### src/rtl/imm_gen_pipe.sv
// rtl/imm_gen_pipe.sv - RV32I/RV64I immediate decode with pc+imm target behind a 2-entry skid buffer
// in_ready is derived only from the skid flag, so consumer stalls never reach fetch combinationally.
module imm_gen_pipe #(
  parameter int XLEN = 32
) (
  input  logic            clk,
  input  logic            rst,
  input  logic            flush,
  input  logic            in_valid,
  output logic            in_ready,
  input  logic [31:0]     in_inst,
  input  logic [2:0]      in_immsel,
  input  logic [XLEN-1:0] in_pc,
  output logic            out_valid,
  input  logic            out_ready,
  output logic [XLEN-1:0] out_imm,
  output logic [XLEN-1:0] out_target,
  output logic [2:0]      out_immsel
);

  logic [XLEN-1:0] imm_d;
  logic [XLEN-1:0] tgt_d;
  logic            skd_valid;
  logic [XLEN-1:0] skd_imm;
  logic [XLEN-1:0] skd_target;
  logic [2:0]      skd_immsel;
  logic            accept;
  logic            unused_opcode;

  // Opcode bits never carry immediate data.
  assign unused_opcode = ^in_inst[6:0];

  // Start from the sign fill, then overlay the format's low bits.
  always_comb begin
    imm_d = '0;
    case (in_immsel)
      3'd0: begin
        imm_d       = {XLEN{in_inst[31]}};
        imm_d[10:0] = in_inst[30:20];
      end
      3'd1: begin
        imm_d       = {XLEN{in_inst[31]}};
        imm_d[10:0] = {in_inst[30:25], in_inst[11:7]};
      end
      3'd2: begin
        imm_d       = {XLEN{in_inst[31]}};
        imm_d[11:0] = {in_inst[7], in_inst[30:25], in_inst[11:8], 1'b0};
      end
      3'd3: begin
        imm_d       = {XLEN{in_inst[31]}};
        imm_d[31:0] = {in_inst[31:12], 12'b0};
      end
      3'd4: begin
        imm_d       = {XLEN{in_inst[31]}};
        imm_d[19:0] = {in_inst[19:12], in_inst[20], in_inst[30:21], 1'b0};
      end
      3'd5: imm_d[4:0] = in_inst[19:15];
      3'd6: begin
        if (XLEN == 64) imm_d[5:0] = in_inst[25:20];
        else            imm_d[4:0] = in_inst[24:20];
      end
      default: imm_d = '0;
    endcase
  end

  assign tgt_d    = in_pc + imm_d;
  assign in_ready = ~skd_valid & ~flush & ~rst;
  assign accept   = in_valid & in_ready;

  always_ff @(posedge clk) begin
    if (rst) begin
      out_valid  <= 1'b0;
      out_imm    <= '0;
      out_target <= '0;
      out_immsel <= '0;
      skd_valid  <= 1'b0;
      skd_imm    <= '0;
      skd_target <= '0;
      skd_immsel <= '0;
    end else if (flush) begin
      out_valid <= 1'b0;
      skd_valid <= 1'b0;
    end else if (!out_valid || out_ready) begin
      // OUT is free this cycle: the skid entry is older than any new input.
      if (skd_valid) begin
        out_valid  <= 1'b1;
        out_imm    <= skd_imm;
        out_target <= skd_target;
        out_immsel <= skd_immsel;
        skd_valid  <= 1'b0;
      end else if (accept) begin
        out_valid  <= 1'b1;
        out_imm    <= imm_d;
        out_target <= tgt_d;
        out_immsel <= in_immsel;
      end else begin
        out_valid <= 1'b0;
      end
    end else if (accept) begin
      skd_valid  <= 1'b1;
      skd_imm    <= imm_d;
      skd_target <= tgt_d;
      skd_immsel <= in_immsel;
    end
  end

endmodule

### config.mk
export PLATFORM = sky130hd
export DESIGN_NAME = imm_gen_pipe
export DESIGN_NICKNAME = d
export VERILOG_FILES = /design/src/rtl/imm_gen_pipe.sv
export SDC_FILE = /design/constraint.sdc
export NUM_CORES = 1
export LEC_CHECK = 0
export CAP_MARGIN = 20
export CORE_ASPECT_RATIO = 0.9
export CORE_UTILIZATION = 45
export DETAILED_ROUTE_END_ITERATION = 8
export GPL_TIMING_DRIVEN = 0
export HOLD_SLACK_MARGIN = 0.05
export PLACE_DENSITY = 0.7
export SLEW_MARGIN = 20
export SYNTH_ARGS = -nofsm -noshare
export SYNTH_HDL_FRONTEND = slang
export SYNTH_SLANG_ARGS = --single-unit
### constraint.sdc
create_clock -name clk -period 9.81 [get_ports clk]
set_input_delay 1.4715 -clock clk [delete_from_list [all_inputs] [get_ports clk]]
set_output_delay 1.4715 -clock clk [all_outputs]
set_load 0.01 [all_outputs]
### Word level (Yosys, flattened, before mapping)

Index checks and enable logic that the tools add are counted.
Widths: inputs -> output; s select.

| storage, ports and cells | value |
|---|---|
| bits in registers | 136 |
| input bits | 72 |

| operators by class | value |
|---|---|
| $add $sub $neg | 1 |
| eq/ne operators | 6 |
| mux-type cells | 10 |
| bitwise operators | 7 |
| reduce and logical (&&, ||, !) cells | 10 |

Operator list:

| operator | count |
|---|---|
| $mux 32 | 4 |
| $pmux 27 s4 | 1 |
| $add 32x32->32 | 1 |
| $pmux 5 s5 | 1 |
| $eq 3x3->1 const B | 3 |
| $eq 3x2->1 const B | 2 |
| $mux 3 | 2 |
| $reduce_and 3->1 | 2 |
| $reduce_or 2->1 | 3 |
| $not 1->1 | 4 |
| $and 1x1->1 | 3 |
| $eq 3x1->1 const B | 1 |
| $logic_not 3->1 | 1 |
| $reduce_or 3->1 | 1 |
| $mux 1 | 2 |
| $reduce_bool 2->1 | 1 |
| $logic_not 1->1 | 1 |
| $logic_or 1x1->1 | 1 |

### Depth between registers and ports, before layout

| depth | value |
|---|---|
| depth after elaboration | 6 |
| depth in mapped cells | 18 |

### Least setup slack after synthesis

Ideal clock, no wire load.

| timing | value |
|---|---|
| kind | input-to-reg |
| start point | input port in_immsel[0] |
| end point | register out_target[30] |
| setup time | 0.133 ns |
| arrival time | 4.427 ns |
| required time | 9.677 ns |
| setup slack | 5.250 ns |
| stages on the path | 16 |
| buffers on the path | 1 |
| cells stage by stage | clkbuf_1 nor2b_1 a22o_1 nand2_1 o31ai_1 ha_1 inv_1 fa_1 and2b_1 o2111ai_2 a21oi_2 o211ai_2 and2_1 o41ai_2 xnor2_1 a211oi_2 |

| between the ends | value |
|---|---|
| longest elaborated chain between the ends | 6 |
| elaborated cells between the ends (all ways) | 14 |
| those cells by class | 1 x add/sub; 6 x eq/ne; 4 x mux; 3 x reduce/logical |

Ends and longest elaborated chain:

| what | RTL line | source |
|---|---|---|
| start, declared | 12 | `input logic [2:0] in_immsel,` |
| $eq 3x3->1 or $logic_not 3->1 (tied branches) | 36 | `case (in_immsel)` |
| $reduce_or 2->1 (no source line) | - |  |
| $pmux 5 s5 * | 36 |  |
| net imm_d[0] | 21 | `logic [XLEN-1:0] imm_d;` |
| $add 32x32->32 * | 66 | `assign tgt_d = in_pc + imm_d;` |
| $mux 32 * | 91 | `end else if (accept) begin` |
| $mux 32 * | 85 | `if (skd_valid) begin` |
| end signal, assigned | 88 | `out_target <= skd_target;` |
| end signal, assigned | 94 | `out_target <= tgt_d;` |
| end, declared | 17 | `output logic [XLEN-1:0] out_target,` |

Mark *: on every way through the listed nets, which the timed path passes. The rest lies on a longest branch. The select of a mux whose other input is x is not followed.
A chain may end at the register's enable or synchronous reset.

### Final worst setup path

| timing | value |
|---|---|
| start point | input port in_immsel[0] |
| end point | register out_target[19] |

Same word-level chain as after synthesis.

==> reports/qor.csv <==
metric,value,unit
syn_avg_cell_area,7.456,um^2
cts_buffers,17,
drcViolationCount,0,
worst_ep_arrival_time,6.05,ns
critical_path_class,input pin to register,
period_share,0.5886,
relSlewSlack,0.3302,
finalCriticalPeriod,5.774,ns
maxClockFrequency,173.2,MHz
avgViaCountPerCell,5.815,
cts-root-buf,clkbuf_16,
vias,8129,
yosysWarnings,0,
end_kind,register,
numClockSinks,136,
finClkSkew,0.007893,ns
fillCellCount,1494,
cts_setup_buffers,0,
die_y,125.8,um
insertion_delay,0.42,ns
multi_input_area,4499,um^2
setup_viol,0,
ios,141,
coreArea,16410,um^2
hp-class,register to register,
synthCells,1028,
synth_nets,1132,
critical_path_required,10.08,ns
startpoint_type,input pin,
p_leak,3.594,nW
gr-total-overflow,0,
start_util,0.4672,
die_area,17560,um^2
wl_per_cell,18.69,um
first_iter_violations,735,
cts-resized-gates,0,
hold_buffers,0,
powerDensity,164.6,nW/um^2
num-nets-final,1283,
cts_max_level,4,
hold_viol_final,0,
diodes,0,
synth-seq-area-share,0.3552,
finalWeightedCongestion,0.9511,
synth_ff_type,dfxtp_1,
syn_area,7665,um^2
yosys-top-cells-area,"dfxtp_1 36%, nand2_1 8.6%, a21oi_1 8.5%",
grt_max_degree,17,
ys_ff_latch,136,
ant_nets,0,
setup_ws,4.036,ns
portBuffers,132,
area_growth,28.99,%
tightest_slew,1.005,ns
drive_above_1_share,0.04534,
rsz0062_at_grt,no,
ys_types,58,
drt_wl_total,26130,um
grt_pass1_wl,40210,um
dp_hpwl,19800,um
grt_antenna_before_repair,0,
die_w,139.6,um
ir_worst_vdd,0.0001321,V
pre_cts_ws,3.806,ns
maxSlewViolCount,0,
synth-edff-count,0,
grt_pass1_vias,7416,
placement_rows,44,
cts_tree,built,
yosys.area.top_type_share,0.3552,
cts_buffer_depth,2,
finalSetupTns,0,ns
synth_top_area_cell,dfxtp_1,
maxCapViolations,0,
cts.reportedPaths.clkPinSlew,0.06,ns
cp_max_fo,10,
status,"complete, no violations",
regArea,2723,um^2
async_flop_share,0,
first_pass_iters,5,
gr-usage-all-layers,0.2963,
-- final cells by class --
type                       count  area share
multi-input combinational    780      0.4551
sequential                   136      0.2754
timing repair buffer         132      0.1336
clock buffer                  19     0.04480
buffer                        78     0.03189
tap                          207     0.02620
clock inverter                12     0.02012
inverter                      34     0.01291
-- worst max-delay path: stages --
cell	delay (ns)
clkdlybuf4s50_1	0.55
clkbuf_1	0.34
nor2b_1	0.44
nor2_1	0.08
nor2_1	0.25
a22oi_1	0.14
nand2_1	0.25
ha_1	0.36
a21o_2	0.23
a31oi_1	0.27
a21oi_2	0.17
o22ai_2	0.39
a31oi_1	0.18
a211oi_1	0.29
xor2_1	0.42
o221ai_1	0.19
-- where the power goes --
part	switching, mW	internal (mW)	total [mW]
Combinational	0.210	0.139	0.349
Clock	0.245	0.456	0.701
Sequential	0.00916	0.569	0.578
-- cells by family (layout without fill, tap and decap cells) --
family          after synthesis  after routing  share of synthesized area
fa+ha+maj                    32             32                    0.05322
compound gates              321            321                     0.2533
buf+inv                     112            275                    0.05778
flops                       136            136                     0.3552
simple gates                370            370                     0.2099
xor+xnor                     25             25                    0.02857
mux                          32             32                    0.04195
-- worst paths after layout --
kind	start	endpoint	slack, ns	cells past startpoint
worst min register to register	skd_immsel[0]	skd_immsel[0]	0.45	2
worst max-delay path	in_immsel[0]	out_target[19]	4.04	16
worst min-delay path	skd_immsel[0]	skd_immsel[0]	0.45	2
worst max register to register	skd_valid	out_imm[31]	7.30	6
-- per-stage QoR --
stage	power (mW)	instances	util	area [um^2]	hold slack [ns]
finish	1.628	1398	0.6027	9887	0.4527
detailed placement	0.9267	1367	0.5635	9245	0.4465
global placement	0.9248	1367	0.5635	9245	0.4387
global route	1.682	1398	0.6027	9887	0.4663
floorplan	0.7954	1028	-	7665	0.4311
CTS	1.618	1398	0.6027	9887	0.4546
-- metal layers --
layer	wire length [um]	GRT usage	up-vias
met1	11810	0.4117	3837
met3	2300	0.06464	36
met2	11490	0.4647	368
met4	532	0.07692	0
met5	0	0	-
li1	-	-	3888
-- placed cells by master (no fill, tap or decap), types with 17 or more instances in the layout --
cell	count
inv_1	33
o21ai_0	76
dfxtp_1	136
ha_1	31
clkbuf_1	66
clkdlybuf4s50_1	132
clkbuf_16	17
a21oi_1	130
nor2_1	97
nor3_1	17
nand2_1	175
mux2i_1	31
a211oi_1	50
-- cells in the mapped netlist, types with 2 or more instances --
cell / n
a21oi_1: 130
nor3_1: 17
o21bai_1: 3
xor2_1: 10
o211ai_1: 4
o21ai_0: 76
a21o_1: 5
and3_1: 7
xnor2_1: 15
a211o_1: 4
inv_1: 33
mux2i_1: 31
nand2_1: 175
a211oi_1: 50
or3_1: 2
nor2b_1: 8
a21oi_2: 2
and2_1: 12
buf_2: 6
a21boi_0: 5
o21a_1: 6
o31ai_1: 3
nor3b_1: 3
nand3_1: 15
o211ai_2: 2
nand2b_1: 10
clkbuf_1: 65
a31oi_1: 9
ha_1: 31
nand4_1: 12
buf_1: 4
a2111oi_0: 2
dfxtp_1: 136
o22ai_1: 5
a22oi_1: 3
nor2_1: 97
nand3b_1: 7
or2_2: 3
-- registers in the layout, indices dropped and copies added (netlist names) --
name	count
out_imm	32
out_immsel	3
out_target	32
out_valid	1
skd_imm	32
skd_immsel	3
skd_target	32
skd_valid	1
Note: power is estimated with default switching activity, not from simulation.
